File: config.mk
export PLATFORM = sky130hd
export DESIGN_NAME = run_extractor
export DESIGN_NICKNAME = d
export VERILOG_FILES = /design/src/rtl/run_pkg.sv /design/src/rtl/run_token_fifo.sv /design/src/rtl/run_extractor.sv
export SDC_FILE = /design/constraint.sdc
export NUM_CORES = 1
export LEC_CHECK = 0
export BUFFER_PORTS_ARGS = -buffer_cell sky130_fd_sc_hd__buf_4
export CELL_PAD_IN_SITES_DETAIL_PLACEMENT = 0
export CELL_PAD_IN_SITES_GLOBAL_PLACEMENT = 1
export CORE_MARGIN = 5
export CORE_UTILIZATION = 45
export DETAILED_ROUTE_END_ITERATION = 12
export GPL_TIMING_DRIVEN = 1
export PLACE_DENSITY_LB_ADDON = 0.1
export RECOVER_POWER = 100
export SYNTH_ARGS = -nofsm -noshare
export SYNTH_HDL_FRONTEND = slang
export SYNTH_SLANG_ARGS = --single-unit
File: constraint.sdc
create_clock -name clk -period 12.35 [get_ports clk]
set_input_delay 1.235 -clock clk [delete_from_list [all_inputs] [get_ports clk]]
set_output_delay 1.235 -clock clk [all_outputs]
set_load 0.01 [all_outputs]
File: src/rtl/run_pkg.sv
// Shared definitions for the run extractor: token kinds, run FSM states,
// and token packing helpers used by the extractor and its token FIFO.
package run_pkg;

  localparam logic [1:0] KIND_RUN       = 2'd0;
  localparam logic [1:0] KIND_END_LINE  = 2'd1;
  localparam logic [1:0] KIND_END_FRAME = 2'd2;

  typedef enum logic [1:0] {
    IDLE   = 2'd0,
    IN_RUN = 2'd1,
    GAP    = 2'd2
  } run_state_e;

  // Widest token any legal parameter set can produce; callers truncate.
  localparam int TOK_MAX = 128;

  function automatic int token_width(input int class_w, input int row_w, input int col_w);
    return 2 + class_w + row_w + 2 * col_w;
  endfunction

  function automatic logic [TOK_MAX-1:0] field_bits(input logic [31:0] v, input int w);
    logic [TOK_MAX-1:0] m;
    m = (TOK_MAX'(1) << w) - TOK_MAX'(1);
    return TOK_MAX'(v) & m;
  endfunction

  // Layout, MSB to LSB: kind, class, row, start, end.
  function automatic logic [TOK_MAX-1:0] pack_token(
    input logic [1:0]  kind,
    input logic [31:0] cls,
    input logic [31:0] row,
    input logic [31:0] st,
    input logic [31:0] en,
    input int          class_w,
    input int          row_w,
    input int          col_w
  );
    logic [TOK_MAX-1:0] t;
    t = TOK_MAX'(kind);
    t = (t << class_w) | field_bits(cls, class_w);
    t = (t << row_w)   | field_bits(row, row_w);
    t = (t << col_w)   | field_bits(st, col_w);
    t = (t << col_w)   | field_bits(en, col_w);
    return t;
  endfunction

endpackage

File: src/rtl/run_token_fifo.sv
// Show-ahead token FIFO accepting up to three ordered pushes and one pop
// per cycle. Pushes that find no room are dropped and counted.
module run_token_fifo #(
  parameter int TOK_W = 36,
  parameter int DEPTH = 8,
  localparam int AW = $clog2(DEPTH),
  localparam int LW = AW + 1
) (
  input  logic                  clk,
  input  logic                  rst,
  input  logic [2:0]            push_vld_i,
  input  logic [2:0][TOK_W-1:0] push_data_i,
  input  logic                  pop_i,
  output logic                  rd_vld_o,
  output logic [TOK_W-1:0]      rd_data_o,
  output logic [LW-1:0]         level_o,
  output logic [1:0]            drop_cnt_o
);

  localparam int FW = LW + 1;

  logic [AW-1:0]      wptr_q, rptr_q;
  logic [LW-1:0]      level_q;
  logic [TOK_W-1:0]   mem_q [DEPTH];

  logic               pop;
  logic [FW-1:0]      free;
  logic [1:0]         n_acc;
  logic [2:0]         wen;
  logic [2:0][AW-1:0] waddr;

  // Slot allocation: accept valid pushes in order while space remains.
  always_comb begin
    pop        = (level_q != '0) && pop_i;
    free       = FW'(DEPTH) - FW'(level_q) + FW'(pop);
    n_acc      = 2'd0;
    drop_cnt_o = 2'd0;
    wen        = '0;
    waddr      = '0;
    for (int i = 0; i < 3; i++) begin
      if (push_vld_i[i]) begin
        if (FW'(n_acc) < free) begin
          wen[i]   = 1'b1;
          waddr[i] = wptr_q + AW'(n_acc);
          n_acc    = n_acc + 2'd1;
        end else begin
          drop_cnt_o = drop_cnt_o + 2'd1;
        end
      end
    end
  end

  // Pointer and occupancy bookkeeping.
  always_ff @(posedge clk) begin
    if (rst) begin
      wptr_q  <= '0;
      rptr_q  <= '0;
      level_q <= '0;
    end else begin
      wptr_q  <= wptr_q + AW'(n_acc);
      rptr_q  <= rptr_q + AW'(pop);
      level_q <= level_q + LW'(n_acc) - LW'(pop);
    end
  end

  // Token storage; contents are only meaningful below the level count.
  always_ff @(posedge clk) begin
    for (int i = 0; i < 3; i++) begin
      if (wen[i]) mem_q[waddr[i]] <= push_data_i[i];
    end
  end

  assign rd_vld_o  = (level_q != '0);
  assign rd_data_o = mem_q[rptr_q];
  assign level_o   = level_q;

endmodule

File: src/rtl/run_extractor.sv
// Converts a class-labelled pixel stream into RUN / END_LINE / END_FRAME
// tokens with minimum-length filtering and same-class gap bridging.
module run_extractor
  import run_pkg::*;
#(
  parameter int COL_W      = 11,
  parameter int ROW_W      = 10,
  parameter int CLASS_W    = 2,
  parameter int MIN_RUN    = 1,
  parameter int MAX_GAP    = 0,
  parameter int FIFO_DEPTH = 8,
  localparam int LVL_W     = $clog2(FIFO_DEPTH) + 1
) (
  input  logic               clk,
  input  logic               rst,
  input  logic               new_pixel,
  input  logic [CLASS_W-1:0] pixel_class,
  input  logic               end_line_in,
  input  logic               end_frame_in,
  output logic               out_valid,
  input  logic               out_ready,
  output logic [1:0]         out_kind,
  output logic [CLASS_W-1:0] out_class,
  output logic [ROW_W-1:0]   out_row,
  output logic [COL_W-1:0]   out_start,
  output logic [COL_W-1:0]   out_end,
  output logic [LVL_W-1:0]   fifo_level,
  output logic               overflow
);

  localparam int TOK_W = token_width(CLASS_W, ROW_W, COL_W);
  localparam int LEN_W = COL_W + 1;
  localparam int GAP_W = $clog2(MAX_GAP + 1) + 1;
  localparam int O_ST  = COL_W;
  localparam int O_ROW = 2 * COL_W;
  localparam int O_CLS = O_ROW + ROW_W;
  localparam int O_KND = O_CLS + CLASS_W;

  function automatic logic [COL_W-1:0] col_inc(input logic [COL_W-1:0] v);
    return (v == '1) ? v : v + COL_W'(1);
  endfunction

  function automatic logic [ROW_W-1:0] row_inc(input logic [ROW_W-1:0] v);
    return (v == '1) ? v : v + ROW_W'(1);
  endfunction

  run_state_e         state_q, state_d;
  logic [COL_W-1:0]   col_q, col_d;
  logic [ROW_W-1:0]   row_q, row_d;
  logic [CLASS_W-1:0] cls_q, cls_d;
  logic [COL_W-1:0]   start_q, start_d;
  logic [COL_W-1:0]   end_q, end_d;
  logic [GAP_W-1:0]   gap_q, gap_d;
  logic               overflow_q;

  logic                  close;
  logic [LEN_W-1:0]      run_len;
  logic [2:0]            push_vld;
  logic [2:0][TOK_W-1:0] push_data;
  logic                  rd_vld;
  logic [TOK_W-1:0]      rd_data;
  logic [1:0]            drop_cnt;

  // Run FSM next-state and counters; line/frame events take priority over pixels.
  always_comb begin
    state_d = state_q;
    col_d   = col_q;
    row_d   = row_q;
    cls_d   = cls_q;
    start_d = start_q;
    end_d   = end_q;
    gap_d   = gap_q;
    close   = 1'b0;
    if (end_line_in || end_frame_in) begin
      close   = (state_q != IDLE);
      state_d = IDLE;
      col_d   = '0;
      row_d   = end_frame_in ? '0 : row_inc(row_q);
    end else if (new_pixel) begin
      col_d = col_inc(col_q);
      case (state_q)
        IDLE: begin
          if (pixel_class != '0) begin
            state_d = IN_RUN;
            cls_d   = pixel_class;
            start_d = col_q;
            end_d   = col_q;
          end
        end
        IN_RUN, GAP: begin
          if (pixel_class == cls_q) begin
            end_d   = col_q;
            state_d = IN_RUN;
          end else if (pixel_class == '0) begin
            if (state_q == IN_RUN && MAX_GAP > 0) begin
              state_d = GAP;
              gap_d   = GAP_W'(1);
            end else if (state_q == GAP && (int'(gap_q) + 1) <= MAX_GAP) begin
              gap_d = gap_q + GAP_W'(1);
            end else begin
              close   = 1'b1;
              state_d = IDLE;
            end
          end else begin
            close   = 1'b1;
            state_d = IN_RUN;
            cls_d   = pixel_class;
            start_d = col_q;
            end_d   = col_q;
          end
        end
        default: state_d = IDLE;
      endcase
    end
  end

  // Token generation in fixed order RUN, END_LINE, END_FRAME.
  always_comb begin
    run_len      = LEN_W'(end_q) - LEN_W'(start_q) + LEN_W'(1);
    push_vld[0]  = close && (run_len >= LEN_W'(MIN_RUN));
    push_vld[1]  = end_line_in;
    push_vld[2]  = end_frame_in;
    push_data[0] = TOK_W'(pack_token(KIND_RUN, 32'(cls_q), 32'(row_q), 32'(start_q),
                                     32'(end_q), CLASS_W, ROW_W, COL_W));
    push_data[1] = TOK_W'(pack_token(KIND_END_LINE, 32'd0, 32'(row_q), 32'd0, 32'd0,
                                     CLASS_W, ROW_W, COL_W));
    push_data[2] = TOK_W'(pack_token(KIND_END_FRAME, 32'd0, 32'(row_q), 32'd0, 32'd0,
                                     CLASS_W, ROW_W, COL_W));
  end

  // Control state; run fields are only consulted while a run is open.
  always_ff @(posedge clk) begin
    if (rst) begin
      state_q    <= IDLE;
      col_q      <= '0;
      row_q      <= '0;
      overflow_q <= 1'b0;
    end else begin
      state_q    <= state_d;
      col_q      <= col_d;
      row_q      <= row_d;
      overflow_q <= overflow_q | (drop_cnt != 2'd0);
    end
  end

  // Open-run attributes.
  always_ff @(posedge clk) begin
    cls_q   <= cls_d;
    start_q <= start_d;
    end_q   <= end_d;
    gap_q   <= gap_d;
  end

  run_token_fifo #(
    .TOK_W (TOK_W),
    .DEPTH (FIFO_DEPTH)
  ) u_fifo (
    .clk         (clk),
    .rst         (rst),
    .push_vld_i  (push_vld),
    .push_data_i (push_data),
    .pop_i       (out_ready),
    .rd_vld_o    (rd_vld),
    .rd_data_o   (rd_data),
    .level_o     (fifo_level),
    .drop_cnt_o  (drop_cnt)
  );

  // Output unpacking; data fields read as zero whenever no token is offered.
  always_comb begin
    out_valid = rd_vld;
    out_kind  = '0;
    out_class = '0;
    out_row   = '0;
    out_start = '0;
    out_end   = '0;
    if (rd_vld) begin
      out_kind  = rd_data[O_KND +: 2];
      out_class = rd_data[O_CLS +: CLASS_W];
      out_row   = rd_data[O_ROW +: ROW_W];
      out_start = rd_data[O_ST +: COL_W];
      out_end   = rd_data[0 +: COL_W];
    end
  end

  assign overflow = overflow_q;

endmodule
### Yosys cells after proc, flatten, opt, wreduce, memory -nomap -nowiden

Memory sizes are Yosys's and may differ from the RTL's. A register that Yosys moved wholly into a read port is not among the register bits.
Index checks and enable logic that the tools add are counted.

| cells by class | value |
|---|---|
| equal/unequal tests | 11 |
| bitwise operators | 7 |
| magnitude comparators | 5 |
| reductions and logical operators | 19 |
| mux-type cells | 59 |
| $add $sub $neg | 18 |

Operator list:

| operator | number |
|---|---|
| 11-bit 2-to-1 mux | 6 |
| 11-bit case mux with 2 select lines | 2 |
| 2-bit 2-to-1 mux | 19 |
| 34-bit by 11-bit OR with 34-bit output | 1 |
| 10-bit 2-to-1 mux | 3 |
| 23-bit by 11-bit OR with 23-bit output | 1 |
| 3-bit 2-to-1 mux | 7 |
| 1-bit 2-to-1 mux | 20 |
| 12-bit by 1-bit adder with 12-bit output (second input constant) | 1 |
| 12-bit by 1-bit greater-or-equal comparator with 1-bit output (second input constant) | 1 |
| 12-bit by 10-bit OR with 12-bit output | 1 |
| 6-bit AND reduction | 2 |
| 11-bit by 11-bit subtractor with 12-bit output | 1 |
| 11-bit by 1-bit adder with 11-bit output (second input constant) | 1 |
| 11-bit equality test (second input constant) | 1 |
| 10-bit by 1-bit adder with 10-bit output (second input constant) | 1 |
| 10-bit equality test (second input constant) | 1 |
| 2-bit by 5-bit less-than comparator with 1-bit output | 2 |
| 3-bit by 2-bit adder with 3-bit output | 3 |
| 2-bit by 1-bit adder with 2-bit output (second input constant) | 4 |
| 2-bit != test (second input constant) | 4 |
| 2-bit case mux with 2 select lines | 2 |
| 2-bit nonzero test | 4 |
| 5-bit by 1-bit adder with 5-bit output | 1 |
| other kinds (23) | 30 |

| storage, ports and cells | value |
|---|---|
| register bits | 59 |
| RAM bits | 288 |
| output and inout port bits | 42 |
| memories kept | 1 |
| bits of input ports | 8 |
| word-level logic and storage cells | 131 |

Memory list:

| name | words | width | read ports | clocked after memory_dff | wr ports | line | text |
|---|---|---|---|---|---|---|---|
| u_fifo.mem_q | 8 | 36 | 1 | 1 | 3 | run_token_fifo.sv:24 | `logic [TOK_W-1:0] mem_q [DEPTH];` |

### Logic depth before layout (Yosys ltp)

Gate-level depths: netlist of run 1.

| depth | value |
|---|---|
| depth in word-level cells | 19 |
| mapped depth | 32 |
| mapped depth without buffers | 30 |

### Modules after synthesis

A second synthesis of run 1 with hierarchy kept.

| second synthesis, totals | value |
|---|---|
| cell total of the unflattened synthesis | 1937 |
| area total of the unflattened synthesis | 21483.1 sq um |

By module, submodules not included:

| module | times used | seq. area each (sq um) | area each (sq um) | cells an instance |
|---|---|---|---|---|
| run_token_fifo | 1 | 8848.5 | 18696.7 | 1646 |
| run_extractor | 1 | 1181.1 | 2786.4 | 291 |

### Least setup slack after synthesis of run 1

Ideal clock, no wire load.

| timing path | value |
|---|---|
| path kind | register -> register |
| from | reg end_q[1] |
| to | mem u_fifo.mem_q[1][22] (enable) |
| arrival | 5459 ps |
| period minus slack after synthesis | 5850 ps |
| library setup time | 391 ps |
| data required time | 11959 ps |
| path buffers | 2 |
| cell stages (with the launch flop) | 25 |
| setup slack | 6500 ps |
| cell sequence | edfxtp_1 > clkbuf_1 > inv_1 > ha_1 > inv_1 > ha_1 > inv_1 > fa_1 > and2b_1 > o2111a_2 > or4_1 > o211ai_1 > nor4_4 > buf_6 > a211o_1 > inv_1 > ha_1 > nand2_1 > o21ai_2 > ha_1 > inv_1 > fa_1 > xor2_1 > nand2_1 > o21ai_0 |

RTL lines:

| what | line | text |
|---|---|---|
| start, declared | run_extractor.sv:52 | `logic [COL_W-1:0] end_q, end_d;` |
| start signal, assigned | run_extractor.sv:150 | `end_q <= end_d;` |
| end, declared | run_token_fifo.sv:24 |  |

==> results of run 1 <==
cell usage after synthesis (all sizes together) (4+ instances only):
master / count / area (µm²)
a21o: 10 / 75.1
a21oi: 41 / 235
a31oi: 7 / 58.8
and3: 6 / 37.5
and4: 4 / 35.0
buf: 71 / 564
clkbuf: 58 / 218
dfxtp: 241 / 4820
edfxtp: 104 / 3120
fa: 4 / 80.1
ha: 41 / 513
inv: 39 / 146
mux2i: 233 / 2330
mux4: 72 / 1620
nand2: 37 / 139
nand2b: 9 / 56.3
nand3: 10 / 50.1
nand4: 4 / 25.0
nor2: 273 / 1020
nor2b: 5 / 31.3
nor3: 11 / 60.1
nor4: 4 / 40.0
o21a: 83 / 623
o21ai: 23 / 119
o2bb2ai: 7 / 168
or2: 9 / 56.3
or3: 6 / 37.5
xnor2: 12 / 105
xor2: 19 / 166
where the power goes:
part	internal [W]	leakage, nW	switching [W]
sequential	0.00133	2.98	0.0000962
combinational	0.000340	2.91	0.000597
clock	0.000732	0.662	0.000461
worst paths after layout:
kind | start | end | slack [ns]
max | u_fifo.level_o[2] | u_fifo.mem_q[4][26] | 3.20
min | u_fifo.mem_q[5][35] | u_fifo.mem_q[5][35] | 0.45
max reg2reg | u_fifo.level_o[2] | u_fifo.mem_q[4][26] | 3.20
min reg2reg | u_fifo.mem_q[5][35] | u_fifo.mem_q[5][35] | 0.45
sequential cells by signal, indices dropped and copies added, names as in the netlist:
signal,count
cls_q,2
row_q,10
u_fifo.rptr_q,3
u_fifo.wptr_q,3
start_q,11
state_q,1
overflow,1
u_fifo.mem_q,288
end_q,11
col_q,11
u_fifo.level_o,4
routing by layer:
metal | up-vias | share of wire | GRT usage
met5 | - | 0 | 0
met4 | 0 | 0.018 | 0.0471
met3 | 51 | 0.042 | 0.0265
met2 | 195 | 0.47 | 0.341
met1 | 5509 | 0.47 | 0.297
li1 | 5251 | - | -
final cells by class:
type / count / area (µm²) / area share
multi-input combinational: 972 / 8120 / 0.438
sequential: 345 / 7950 / 0.429
clock buffer: 62 / 1240 / 0.0668
tap: 511 / 639 / 0.0345
timing repair buffer: 71 / 334 / 0.0180
inverter: 39 / 146 / 0.00790
clock inverter: 9 / 103 / 0.00554
logic make-up after synthesis:
logic type	Yosys count
adders and majority gates	45
xor gates and xnor gates	31
muxes	305
DFF	345
and+or+nand+nor	393
buffers and inverters	168
AOI/OAI and AO/OA	198
stage by stage:
step	instance area, µm²	worst slack [ns]	utilization
after global routing	18500	2.41	0.496
final	18500	3.20	0.496
after CTS	18800	5.14	0.503
after global placement	17500	5.40	0.467
after floorplan	16900	6.50	-
after detailed placement	17500	5.20	0.467
worst max-delay path: stages (launching register included):
cell	delay, ns
sky130_fd_sc_hd__dfxtp_1	0.31
sky130_fd_sc_hd__inv_1	0.13
sky130_fd_sc_hd__ha_1	0.16
sky130_fd_sc_hd__and3_1	1.46
sky130_fd_sc_hd__inv_1	0.17
sky130_fd_sc_hd__nand2_1	0.17
sky130_fd_sc_hd__ha_1	0.18
sky130_fd_sc_hd__inv_1	0.05
sky130_fd_sc_hd__ha_1	0.20
sky130_fd_sc_hd__nor3_1	0.19
sky130_fd_sc_hd__a31oi_1	0.16
sky130_fd_sc_hd__nor3_1	0.76
sky130_fd_sc_hd__a211o_1	0.31
sky130_fd_sc_hd__inv_1	0.09
sky130_fd_sc_hd__ha_1	0.23
sky130_fd_sc_hd__nand2_1	0.13
sky130_fd_sc_hd__inv_1	0.07
sky130_fd_sc_hd__ha_1	0.31
sky130_fd_sc_hd__a21oi_1	0.22
sky130_fd_sc_hd__o21ai_0	0.14
sky130_fd_sc_hd__nor3_1	0.17
sky130_fd_sc_hd__a21oi_1	0.38
sky130_fd_sc_hd__o2bb2ai_4	0.25
sky130_fd_sc_hd__clkbuf_1	1.81
sky130_fd_sc_hd__or2_0	0.72
==> results, run 1 <==
- The placer congestion estimate is 0.810.
- Counting instances, the worst hold path has a depth of 1.
- Summed over all failing endpoints, the final setup total negative slack is 0 ns.
- After synthesis, the largest family of logic cells by area is multiplexers.
- The run finished, with violations left.
- The relative slew slack is -1.74.
- The floorplan row count is 71.
- The number of instances resized during post-cts repair is 0.
- The number of top-level pins is 50.
- The worst setup path is captured at a flip-flop.
- The total nets after synthesis is 1538.
- The count of buffers added on input and output ports is 49.
- The cell depth of the worst flop-to-flop path is 24.
- For the worst setup path, the data arrival time is between 9 and 10 ns.
- The area added between synthesis and finish is 9.45%.
- The achievable clock frequency is roughly 0.11 GHz.
- The floorplan step set the die height to 204 µm.
- The number of cells produced by synthesis is about 1.5k.
- After floorplanning, the core was sized to cover ~0.037 mm².
- After synthesis, the mean cell area works out to 11.4 µm².
- The checks that failed: max-capacitance violations, max-slew violations.
- The depth of the CTS H-tree is 2.
- The number of DRC markers after the initial detailed-route iteration is 531.
- Summed over all layers, the routed wires come to 43000 µm.
- Of the total synthesized cell area, the portion taken by XOR and XNOR cells is 0.0160.
- The top cell types in the final layout, fill and taps aside, are sky130_fd_sc_hd__nor2_1 (273), sky130_fd_sc_hd__dfxtp_1 (239), sky130_fd_sc_hd__mux2i_1 (233), sky130_fd_sc_hd__edfxtp_1 (104), sky130_fd_sc_hd__o21a_1 (83).
- The fraction of layout instances using a drive strength above 1 is 0.120.
- The initial utilization of the core area, before any placement, comes to 0.453.
- The flop and latch count out of synthesis is 345.
- The transition time of the tightest slew-check pin is between 4 and 5 ns.
- Clock tree synthesis found a total of 345 sinks.
- The nature of the critical path startpoint is a flip-flop.
- The required time of the worst setup path is 12.51 ns.
- The number of nets with antenna violations after routing is 0.
- Across all hold checks on the routed design, the worst slack comes to 0.449 ns.
- The detailed-route DRC error count is 0.
- Setup repair after global routing left no endpoint under its margin.
- The worst-case clock buffer depth is 3.
- The net count of the finished layout is between 1.5k and 2k.
- Of the total synthesized cell area, the portion taken by full adders, half adders and majority gates is 0.0350.
- For this design the ratio of total power to cell area is 192 mW/mm².
- The first global-routing pass estimated 67100 µm of wire.
- The compound-gate portion of the synthesized area is 0.0899.
- Along the worst path, the maximum fanout reaches 37.
- Entering global routing, the biggest net connects 52 pins.
- The number of clock buffers added by TritonCTS is 40.
- Setup violations remaining at the end of the flow were counted as 0.
- Across every metal layer, demand over resource in global routing totals 0.208.
- The fraction of synthesis flops using an asynchronous set or reset pin is 0.
- The power after layout is ~0.0036 W.
- The post-CTS setup buffer count is 0.
- Counting I/O delays and the setup requirement, the final critical path takes about 9.1 ns.
- The number of hold violations in the final report came to 0.
- The clock tree root driver cell is sky130_fd_sc_hd__clkbuf_16.
- 0 antenna diodes ended up in the layout.
- After legalization and detailed placement, the total HPWL measured 25800 µm.
- The filler cell count is between 3k and 4k.
- The classification of the worst setup path is flip-flop to flip-flop.
- The area of the die is 0.0416 mm².
- The final period utilization is 0.741.
- Clock latency on the worst-skew pair, taken at its later pin, is 0.53 ns.
- Leaving out filler cells and counting taps, the final layout contains 2009.
- The primary flip-flop cell chosen by synthesis mapping is sky130_fd_sc_hd__dfxtp_1.
- The number of hold-repair buffers added at the cts stage is 0.
- The die is 204 µm wide.
- The count of vias placed by the detailed router is 11.0k.
- The portion of synthesized area spent on multiplexers is 0.234.
- Yosys mapped a number of flops with a built-in enable equal to between 100 and 150.
- Yosys mapped the design onto 69 distinct sky130hd cell types.
- Max-cap violations in this run came to 9.
- The cell total after placement is 1938.
- Of the total synthesized cell area, the portion taken by AND, OR, NAND and NOR gates is 0.101.
- TritonCTS built the clock tree.
- Of the synthesized area, sequential elements account for 0.469.
- Clock-pin slew was measured on the worst setup and hold paths at approximately 0.060 ns.
- The min-delay analysis places its worst path in the category flip-flop to flip-flop.
- The cell leakage power is 6.55 nW.
- The detail-routed via count per cell is 5.48.
- The average wire length per cell after detail routing is 21.4 µm.
- The library cell used most frequently in the layout, excluding fill and tap cells, is sky130_fd_sc_hd__nor2_1.
- The final number of max-transition violations is 310.
- The residual overflow from global routing is 0.
- The netlist area before placement is 0.0169 mm².
- The post-route clock skew is 0.0191 ns.
- The number of global-route vias before repair came to about 11k.
- The number of antenna violations at the first check in global routing is 0.
- The detailed-routing iteration count for the pre-antenna-repair pass is 5.
- The total of warnings raised by yosys is 0.
- The worst IR drop on VDD is 0.115 mV.
No activity file was read; power rests on OpenSTA's default activity.
==> run 2, diff against run 1 <==
clock period = 7.3 ns   (was 12.35 ns; I/O delays follow)
==> run 2 against run 1 <==
  * The run still ends with max-capacitance violations, max-slew violations left
  * Worst hold slack better by 0.0084 ns
  * Register-to-register slack got worse by 2.3 ns
  * Critical path depth fell by 2
  * Via count is 0.64% lower
  * Global-route usage rose by 0.48 points
  * Worst setup slack got worse by 2.3 ns
  * First-iteration DRC count rose by 16%
  * Clock-buffer cell count fell by 4
  * Power up 71%
  * Wire length increased by 3.4%
  * Largest power group unchanged
  * Highest routed layer unchanged
==> results, run 2 (same netlist as run 1, synthesis figures left out) <==
- The flow ran to the end, but the final reports show violations.
- The final reports fail on max-capacitance violations, max-slew violations.
- The detail-routed via count per cell is 5.44 (-0.78%).
- The required time of the worst setup path is 7.44 ns (-5.07 ns).
- The number of CTS-inserted buffers is 39 (-2.5%).
- The number of hold violations in the final report is 0 (unchanged).
- The wire length of the first global-routing pass is 68300 µm (+1.9%).
- The initial core utilization came to 0.453 (unchanged).
- In the layout the commonest cells are sky130_fd_sc_hd__nor2_1 (273), sky130_fd_sc_hd__dfxtp_1 (239), sky130_fd_sc_hd__mux2i_1 (233), sky130_fd_sc_hd__edfxtp_1 (104), sky130_fd_sc_hd__o21a_1 (83).
- The depth of the CTS H-tree is 2 (unchanged).
- The count of vias placed by the detailed router is 10.9k (-0.64%).
- The detailed-route DRC error count is 0 (unchanged).
- The floorplan row count is 71 (unchanged).
- The number of flip-flops in the largest register was 288 (unchanged).
- The CTS clock-pin slew for the worst setup and hold paths is 0.06 ns (about the same).
- The final setup violation count is 0 (unchanged).
- The biggest cell delay along the critical path is 0.79 ns (-1.02 ns).
- The post-CTS setup buffer count is 0 (unchanged).
- The area added between synthesis and finish is 9.45% (unchanged).
- The clock insertion delay at the later pin of the skew report is 0.53 ns (about the same).
- The worst-case clock buffer depth is 3 (unchanged).
- The global router's overall resource usage is 0.213 (+0.00476).
- The die height is 204 µm (unchanged).
- The maximum net fanout on the critical path is 10 (-73%).
- The filler cell count is 3447 (+0.38%).
- The classification of the worst setup path is flip-flop to flip-flop.
- The placed wire-length estimate after detailed placement is 27000 µm (+4.7%).
- The number of hold-repair buffers added at the cts stage is 0 (unchanged).
- The total power divided by cell area is 328 mW/mm² (+71%).
- The sequential power share came to 0.406 (+0.005).
- The area of the die came to 0.0416 mm² (unchanged).
- The internal portion of total power came to 0.00404 W (+68%).
- The utilization of the core after routing was 0.496 (unchanged).
- The cell total after placement is 1942 (+0.21%).
- The detailed-routing iteration count for the pre-antenna-repair pass is 5 (unchanged).
- The number of buffers inserted by port buffering is 49 (unchanged).
- The worst IR drop on VDD was 0.204 mV (+77%).
- The number of nets at the end of the flow came to 1525 (+0.20%).
- The residual overflow from global routing came to 0 (unchanged).
- The largest net degree at the start of global routing came to 40 (-23%).
- The average wire length per cell after detail routing is 22.1 µm (+3.2%).
- The most frequent standard cell in the layout excluding fill and tap cells is sky130_fd_sc_hd__nor2_1.
- The proportion of power drawn by the clock network is 0.316 (-0.019).
- The switching part of the total power is 0.336 (+0.0112).
- The cell leakage power is 6.56 nW (+0.25%).
- The non-filler instance count after layout is 2012 (+0.15%).
- The number of antenna violations at the first check in global routing is 0 (unchanged).
- The combinational group share of total power is 0.278 (+0.014).
- The kind of path behind the tightest hold check is flip-flop to flip-flop.
- The worst path arrival time is 6.58 ns (-2.73 ns).
- The combined buffer and inverter count along the critical path is 4 (-2).
- The number of instances resized during post-cts repair is 0 (unchanged).
- STA classifies the critical path endpoint as a flip-flop.
- The reported net switching power is 0.00204 W (+77%).
- Traced cell by cell, the critical path runs through inv_1 > ha_1 > inv_1 > ha_1 > inv_1 > fa_1 > and2b_1 > o2111a_2 > or4_1 > o211ai_1 > nor4_1 > a21oi_1 > o21ai_0 > ha_1 > nand2_1 > o21ai_0 > ha_1 > inv_1 > fa_1 > nand2b_1 > o22ai_4 > or2_0.
- The final period utilization is 0.882 (+0.141).
- The fraction of layout instances using a drive strength above 1 is 0.127 (+0.00709).
- The die width is 204 µm (unchanged).
- The minimum clock period after layout is 6.44 ns (-2.71 ns).
- The clock tree root driver cell is sky130_fd_sc_hd__clkbuf_16.
- The number of global-route vias before repair is 11.0k (-1.4%).
- For this design, the slowest cell found on the critical path is sky130_fd_sc_hd__or2_0.
- The final number of max-transition violations came to 38 (-88%).
- The final setup TNS is 0 ns (unchanged).
- The nature of the critical path startpoint is a flip-flop.
- The final wirelength was 44400 µm (+3.4%).
- The relative slew slack is -0.807 (+0.937).
- The family with the most delay on the worst path is simple AND/OR/NAND/NOR gates.
- Setup repair after global routing left no endpoint under its margin.
- The placer congestion estimate is 0.821 (+1.4%).
- The count of antenna diodes in the layout came to 0 (unchanged).
- The transition time of the tightest slew-check pin is 2.71 ns (-1.41 ns).
- The clock sink total is 345 (unchanged).
- The number of nets with antenna violations after routing was 0 (unchanged).
- The achievable clock frequency is 0.155 GHz (+42%).
- The number of maximum-capacitance violations is 2 (-7).
- The area of the placeable core is 0.0374 mm² (unchanged).
- The number of DRC markers after the initial detailed-route iteration is 616 (+16%).
- TritonCTS built the clock tree.
- The number of top-level pins is 50 (unchanged).
- The post-route clock skew was 0.0129 ns (-0.00629 ns).
[run 2: changes by cell type in the layout (fill, tap and decap cells not counted), moves of 5 or more]
cell                        previous run  this run
sky130_fd_sc_hd__buf_4                18        29
sky130_fd_sc_hd__or2_0                 7         1
sky130_fd_sc_hd__or2_1                 0         6
sky130_fd_sc_hd__clkbuf_1             64        59
sky130_fd_sc_hd__clkbuf_16            44        39
[run 2: area by class of cell]
cell class,instances,area (µm²),share of cell area
Multi-Input combinational cell,972,8170,0.441
Sequential cell,345,7950,0.429
Clock buffer,58,1100,0.0592
Tap cell,511,639,0.0345
Timing Repair Buffer,75,392,0.0211
Inverter,39,146,0.00790
Clock inverter,12,139,0.00749
[run 2: power groups by stage]
stage                     registers, W  logic [W]  clock network, W
after global routing           0.00250    0.00184           0.00205
after floorplan                0.00237    0.00127                 0
after CTS                      0.00247    0.00177           0.00197
final                          0.00247    0.00169           0.00192
after global placement         0.00250    0.00175                 0
after detailed placement       0.00251    0.00176                 0
[run 2: per-stage QoR]
step                      hold slack [ns]  setup WS, ns  instance area, µm²  total power, W
after floorplan                     0.421          1.45               16900         0.00365
after global placement              0.432          1.39               17500         0.00425
after detailed placement            0.442          1.27               17500         0.00427
after CTS                           0.408          1.23               18700         0.00621
after global routing                0.472         0.380               18500         0.00639
final                               0.458         0.863               18500         0.00608
[run 2: path summary, 6_finish.rpt]
check,cells past startpoint,endpoint,slack (ns),startpoint
worst min register to register,1,u_fifo.mem_q[2][35],0.46,u_fifo.mem_q[2][35]
worst max-delay path,22,u_fifo.mem_q[6][29],0.86,end_q[1]
worst max register to register,22,u_fifo.mem_q[6][29],0.86,end_q[1]
worst min-delay path,1,u_fifo.mem_q[2][35],0.46,u_fifo.mem_q[2][35]
[run 2: layer usage]
| layer | part of all wire | global-route usage | up-vias |
|---|---|---|---|
| met5 | 0 | 0 | - |
| met4 | 0.014 | 0.0445 | 0 |
| met3 | 0.033 | 0.0276 | 41 |
| met2 | 0.48 | 0.354 | 175 |
| met1 | 0.48 | 0.300 | 5451 |
| li1 | - | - | 5269 |
